`config.mk`:
```
export PLATFORM = sky130hd
export DESIGN_NAME = wave_meter
export DESIGN_NICKNAME = d
export VERILOG_FILES = /design/src/rtl/wave_meter.sv
export SDC_FILE = /design/constraint.sdc
export NUM_CORES = 1
export LEC_CHECK = 0
export ABC_AREA = 1
export BUFFER_PORTS_ARGS = -buffer_cell sky130_fd_sc_hd__buf_2
export CORE_MARGIN = 1
export CORE_UTILIZATION = 60
export DETAILED_ROUTE_END_ITERATION = 7
export PLACE_DENSITY = 0.89
export RECOVER_POWER = 100
export SYNTH_ARGS = -nofsm -noshare
export SYNTH_HDL_FRONTEND = slang
export SYNTH_SLANG_ARGS = --single-unit
export TNS_END_PERCENT = 30
```
`constraint.sdc`:
```
create_clock -name clock -period 3.26 [get_ports clock]
set_input_delay 0.652 -clock clock [delete_from_list [all_inputs] [get_ports clock]]
set_output_delay 0.652 -clock clock [all_outputs]
set_load 0.01 [all_outputs]
```
`src/rtl/wave_meter.sv`:
```
// wave_meter: measures max/min/peak-to-peak/period of a strobed sample stream; WAVE_METER_AVG_EN adds a window mean
module wave_meter #(
  parameter int DATA_W = 8,
  parameter int CNT_W = 16,
  parameter int WIN = 512,
  parameter int HYST = 4
) (
  input  logic              clock,
  input  logic              rst,
  input  logic              smp_en,
  input  logic [DATA_W-1:0] wave_in,
  input  logic              start,
  output logic              busy,
  output logic              done,
  output logic [DATA_W-1:0] vmax,
  output logic [DATA_W-1:0] vmin,
  output logic [DATA_W-1:0] vpp,
  output logic [CNT_W-1:0]  period,
  output logic              flat,
  output logic              tmo,
  output logic [DATA_W-1:0] avg
);
  typedef enum logic [2:0] {IDLE, AMP, CALC, ARM, RISE1, REARM, RISE2, DONE} state_t;
  localparam int WC_W = $clog2(WIN);
  localparam logic [CNT_W-1:0] TMAX = '1;
  localparam logic [DATA_W-1:0] HY = DATA_W'(HYST);
  localparam logic [DATA_W:0] HY2 = (DATA_W+1)'(2 * HYST);
  state_t state, nxt;
  logic [WC_W-1:0] wcnt;
  logic [CNT_W-1:0] tcnt;
  logic [DATA_W-1:0] cmax, cmin, lo_th, hi_th, dvpp, mid, avg_c;
  logic track, lo_hit, hi_hit, tout, last, flat_c, pub;
  assign dvpp = cmax - cmin;
  assign mid = DATA_W'(({1'b0, cmax} + {1'b0, cmin}) >> 1);
  assign flat_c = {1'b0, dvpp} <= HY2;
  assign track = state inside {ARM, RISE1, REARM, RISE2};
  assign lo_hit = smp_en && wave_in <= lo_th;
  assign hi_hit = smp_en && wave_in >= hi_th;
  assign tout = tcnt == TMAX;
  assign last = smp_en && wcnt == WC_W'(WIN - 1);
  assign pub = nxt == DONE;
`ifdef WAVE_METER_AVG_EN
  localparam int AW = DATA_W + $clog2(WIN);
  logic [AW-1:0] asum;
  assign avg_c = DATA_W'(asum / AW'(WIN));
  // window sample accumulator, cleared while idle
  always_ff @(posedge clock)
    if (rst || state == IDLE) asum <= '0;
    else if (state == AMP && smp_en) asum <= asum + AW'(wave_in);
`else
  assign avg_c = '0;
`endif
  // state register
  always_ff @(posedge clock) state <= rst ? IDLE : nxt;
  // next state; busy/done decoded from the current state
  always_comb begin
    nxt = state;
    busy = !(state == IDLE || state == DONE);
    done = state == DONE;
    case (state)
      IDLE:    nxt = start ? AMP : IDLE;
      AMP:     nxt = last ? CALC : AMP;
      CALC:    nxt = flat_c ? DONE : ARM;
      ARM:     nxt = tout ? DONE : lo_hit ? RISE1 : ARM;
      RISE1:   nxt = tout ? DONE : hi_hit ? REARM : RISE1;
      REARM:   nxt = tout ? DONE : lo_hit ? RISE2 : REARM;
      RISE2:   nxt = (tout || hi_hit) ? DONE : RISE2;
      default: nxt = IDLE;
    endcase
  end
  // window extremes, crossing thresholds and the period/timeout counter
  always_ff @(posedge clock) begin
    if (rst) begin
      wcnt <= '0;
      tcnt <= '0;
      cmax <= '0;
      cmin <= '0;
      lo_th <= '0;
      hi_th <= '0;
    end else begin
      if (state == IDLE) wcnt <= '0;
      if (state == AMP && smp_en) begin
        wcnt <= wcnt + WC_W'(1);
        cmax <= (wcnt == '0 || wave_in > cmax) ? wave_in : cmax;
        cmin <= (wcnt == '0 || wave_in < cmin) ? wave_in : cmin;
      end
      if (state == CALC) begin
        lo_th <= mid - HY;
        hi_th <= mid + HY;
        tcnt <= '0;
      end
      if (track && smp_en) tcnt <= (state == RISE1 && hi_hit) ? '0 : tcnt + CNT_W'(1);
    end
  end
  // results are published only on the way into DONE and held otherwise
  always_ff @(posedge clock) begin
    if (rst) begin
      vmax <= '0;
      vmin <= '0;
      vpp <= '0;
      avg <= '0;
      flat <= 1'b0;
      tmo <= 1'b0;
      period <= '0;
    end else if (pub) begin
      vmax <= cmax;
      vmin <= cmin;
      vpp <= dvpp;
      avg <= avg_c;
      flat <= state == CALC;
      tmo <= state != CALC && tout;
      period <= state == CALC ? '0 : tout ? TMAX : tcnt + CNT_W'(1);
    end
  end
endmodule
```
==> metrics.md <==
| Metric | Value |
|---|---|
| Slowest cell delay on critical path | `500 ps` |
| Vias in the first global route | `5485` |
| DRC Markers | `1` |
| Max Freq | `337 MHz` |
| Failing checks | `DRC` |
| Switch Pwr | `724 µW` |
| Wire per inst | `12.4 µm` |
| DR iter-0 viols | `514` |
| Final min period | `2970 ps` |
| Fin Setup TNS | `0 ps` |
| Post-synthesis mux area share | `0` |
| Hold Fails Final Rpt | `0` |
| Actual slew at the worst max-slew pin | `894 ps` |
| CP Capture Type | `register` |
| Synth Register Bits | `99` |
| Outcome | `finished with violations` |
| Number of flops mapped to enable cells by yosys | `0` |
| All-Layer GR Usage | `0.275` |
| Final hold slack | `458 ps` |
| Die area | `0.0110 mm²` |
| Startpoint Class | `register` |
| Largest family of logic cells by synthesized area | `simple AND/OR/NAND/NOR gates` |
| Setup slack after layout | `288 ps` |
| CTS buffer count | `9` |
| Critical path buffers and inverters | `2` |
| CTS Buffer Depth | `2` |
| Kind of cell adding the most delay to the critical path | `simple AND/OR/NAND/NOR gates` |
| Adder-cell share of the synthesized area | `0.103` |
| # Post-CTS Setup Buffers | `0` |
| Leakage | `3.33 nW` |
| Overall power | `2.51 mW` |
| CP Data Required Time | `3540 ps` |
| Via count | `5985` |
| H-tree depth | `3` |
| DRT Wirelength | `14.3 mm` |
| Clock Skew | `10.1 ps` |
| Min-delay src | `lo_th[3]$_SDFFE_PP0P_` |
| Most used cell, CP | `nor2_1` |
| First-pass GRT wire length | `24.7 mm` |
| CP Max Fanout | `32` |
| Sequential element share of the synthesized area | `0.313` |
| Final period util | `0.912` |
| Remaining global-route overflow | `0` |
| Non-filler cells, final | `1156` |
| Root Buffer | `clkbuf_8` |
| Count leader, synth | `nand2_1` |
| Pre-CTS setup slack | `304 ps` |
| Post-synthesis simple-gate area fraction | `0.304` |
| Worst Setup SP | `cmax[0]$_SDFFE_PP0P_` |
| Post-CTS Hold Buffers | `0` |
| Initial core utilization | `0.616` |
| CTS tree | `done` |
| Power Density | `372 mW/mm²` |
| Clock slew at reported path FFs | `90 ps` |
| Post-Syn Instances | `979` |
| CP arrival | `3250 ps` |
| Ports | `64` |
| Post-Place Cells | `1141` |
| I/O Buffers | `55` |
| Final ANT Viol Nets | `0` |
| FF-to-FF Start | `cmax[0]$_SDFFE_PP0P_` |
| Layout fillers | `925` |
| Async S/R FF share, synth | `0` |
| Initial antenna violation count | `0` |
| Maximum VDD drop | `167 µV` |
| Top cell type's share of synthesized area | `0.313` |
| Post-synthesis xor/xnor area fraction | `0.0289` |
| Synth Area per Inst | `6.46 µm²` |
| CP Class | `reg2reg` |
| Cell taking the most area after synthesis | `dfxtp_1` |
| Worst path cell trace | `inv_1, ha_1, inv_1, fa_1, or2_2, nor2_1, nor2_1, nor2_1, nand3_1, nand3_2, nand3_2, nor2_1, nor2_1` |
| Number of detailed-route iterations in the first pass | `7` |
| Die H | `105 µm` |
| Top FF cell, synth | `dfxtp_1` |
| Int Power | `1.79 mW` |
| Nets | `1080` |
| Synth top area cells | `dfxtp_1 31%, nand2_1 15%, inv_1 11%` |
| Site row count | `37` |
| Fin area | `0.00675 mm²` |
| Largest net degree at the start of global routing | `65` |
| Top cells by instance count after synthesis | `250 x nand2_1, 177 x inv_1, 124 x nor2_1` |
| Layout cells sized above 1 | `0.0392` |
| Switching share of power | `0.288` |
| Worst min path class | `reg2reg` |
| GPL Wtd Cong | `0.932` |
| Worst-Skew Late Latency | `380 ps` |
| Vias/cell | `5.18` |
| CP max stage cell | `nand3_2` |
| Seq pwr share | `0.498` |
| Final Max Tran Viols | `0` |
| Die W | `105 µm` |
| Post-Syn Area | `0.00633 mm²` |
| Final Core Density | `0.657` |
| Core area | `0.0103 mm²` |
| Synth Area in Compound Gates | `0.107` |
| Placed cell areas | `0.00662 mm²` |
| RSZ-0062 raised after global routing | `no` |
| Distinct cells, synth | `37` |
| Clock power share | `0.333` |
| Yosys warnings | `0` |
| Rel. slew slack | `0.404` |
| Area grow syn2layout | `6.69%` |
| Combinational fraction of design power | `0.169` |
| CTS Sinks | `99` |
| Final setup fails | `0` |
| Max_cap viols | `0` |
| Post-CTS resize count | `0` |
| Ant. Diodes | `0` |
| DP HPWL | `10.3 mm` |
-- worst min-delay path, stage by stage, from the launching register on --
cell     delay, ps
dfxtp_1        310
inv_1           60
a21oi_1         60
-- layout make-up --
class                      count  area, µm²  share of cell area
timing repair buffer          63        267              0.0395
clock buffer                  11        131              0.0195
tap                          136        170              0.0252
multi-input combinational    666       3470               0.514
sequential                    99       1980               0.294
clock inverter                 3       65.1             0.00964
inverter                     178        668              0.0990
-- layer usage --
layer,vias up,track usage,part of all wire
li1,3115,-,-
met1,2665,0.361,0.47
met2,169,0.444,0.45
met3,36,0.0437,0.056
met4,0,0.122,0.026
met5,-,0,0
-- path summary, 6_finish.rpt --
| check | to | slack [ps] | cells after the start |
|---|---|---|---|
| setup / recovery | vmin[3]$_SDFFE_PP0N_ | 290 | 13 |
| hold / removal | lo_th[3]$_SDFFE_PP0P_ | 460 | 2 |
| setup reg to reg | vmin[3]$_SDFFE_PP0N_ | 290 | 13 |
| hold reg to reg | lo_th[3]$_SDFFE_PP0P_ | 460 | 2 |
-- power groups by stage --
| stage | clock, mW | combinational (mW) | sequential [mW] |
|---|---|---|---|
| after floorplan | 0 | 0.328 | 1.27 |
| after global placement | 0 | 0.407 | 1.28 |
| after detailed placement | 0 | 0.415 | 1.28 |
| after CTS | 0.847 | 0.420 | 1.25 |
| after global routing | 0.901 | 0.487 | 1.25 |
| final | 0.836 | 0.425 | 1.25 |
-- flip-flops by register name, summed over array words and instances (netlist names), 5 cells and up --
signal and count:
tcnt 16, vmax 8, period 16, lo_th 8, vpp 8, cmin 8, wcnt 9, cmax 8
vmin 8, hi_th 5
-- logic make-up (layout without fill, tap and decap cells) --
kind of cell / Yosys count / after routing
xor gates and xnor gates: 20 / 20
buffers and inverters: 222 / 255
and+or+nand+nor: 459 / 460
other: 1 / 8
DFF: 99 / 99
adders and majority gates: 51 / 51
AOI/OAI and AO/OA: 127 / 127
-- cell usage in the layout, fill, tap and decap left out, drive strengths merged, types with 2 or more instances in the layout --
cell type,instances
conb,8
clkbuf,59
nand3,39
nand4,35
dfxtp,99
a31oi,3
xnor2,3
nor2,124
ha,49
or2,3
nand2,250
inv,177
xor2,17
clkinv,2
a211oi,5
a221oi,2
a21o,2
bufinv,2
o21ai,51
nor3,6
fa,2
buf,15
a21oi,60
(Power assumes the default switching activity.)
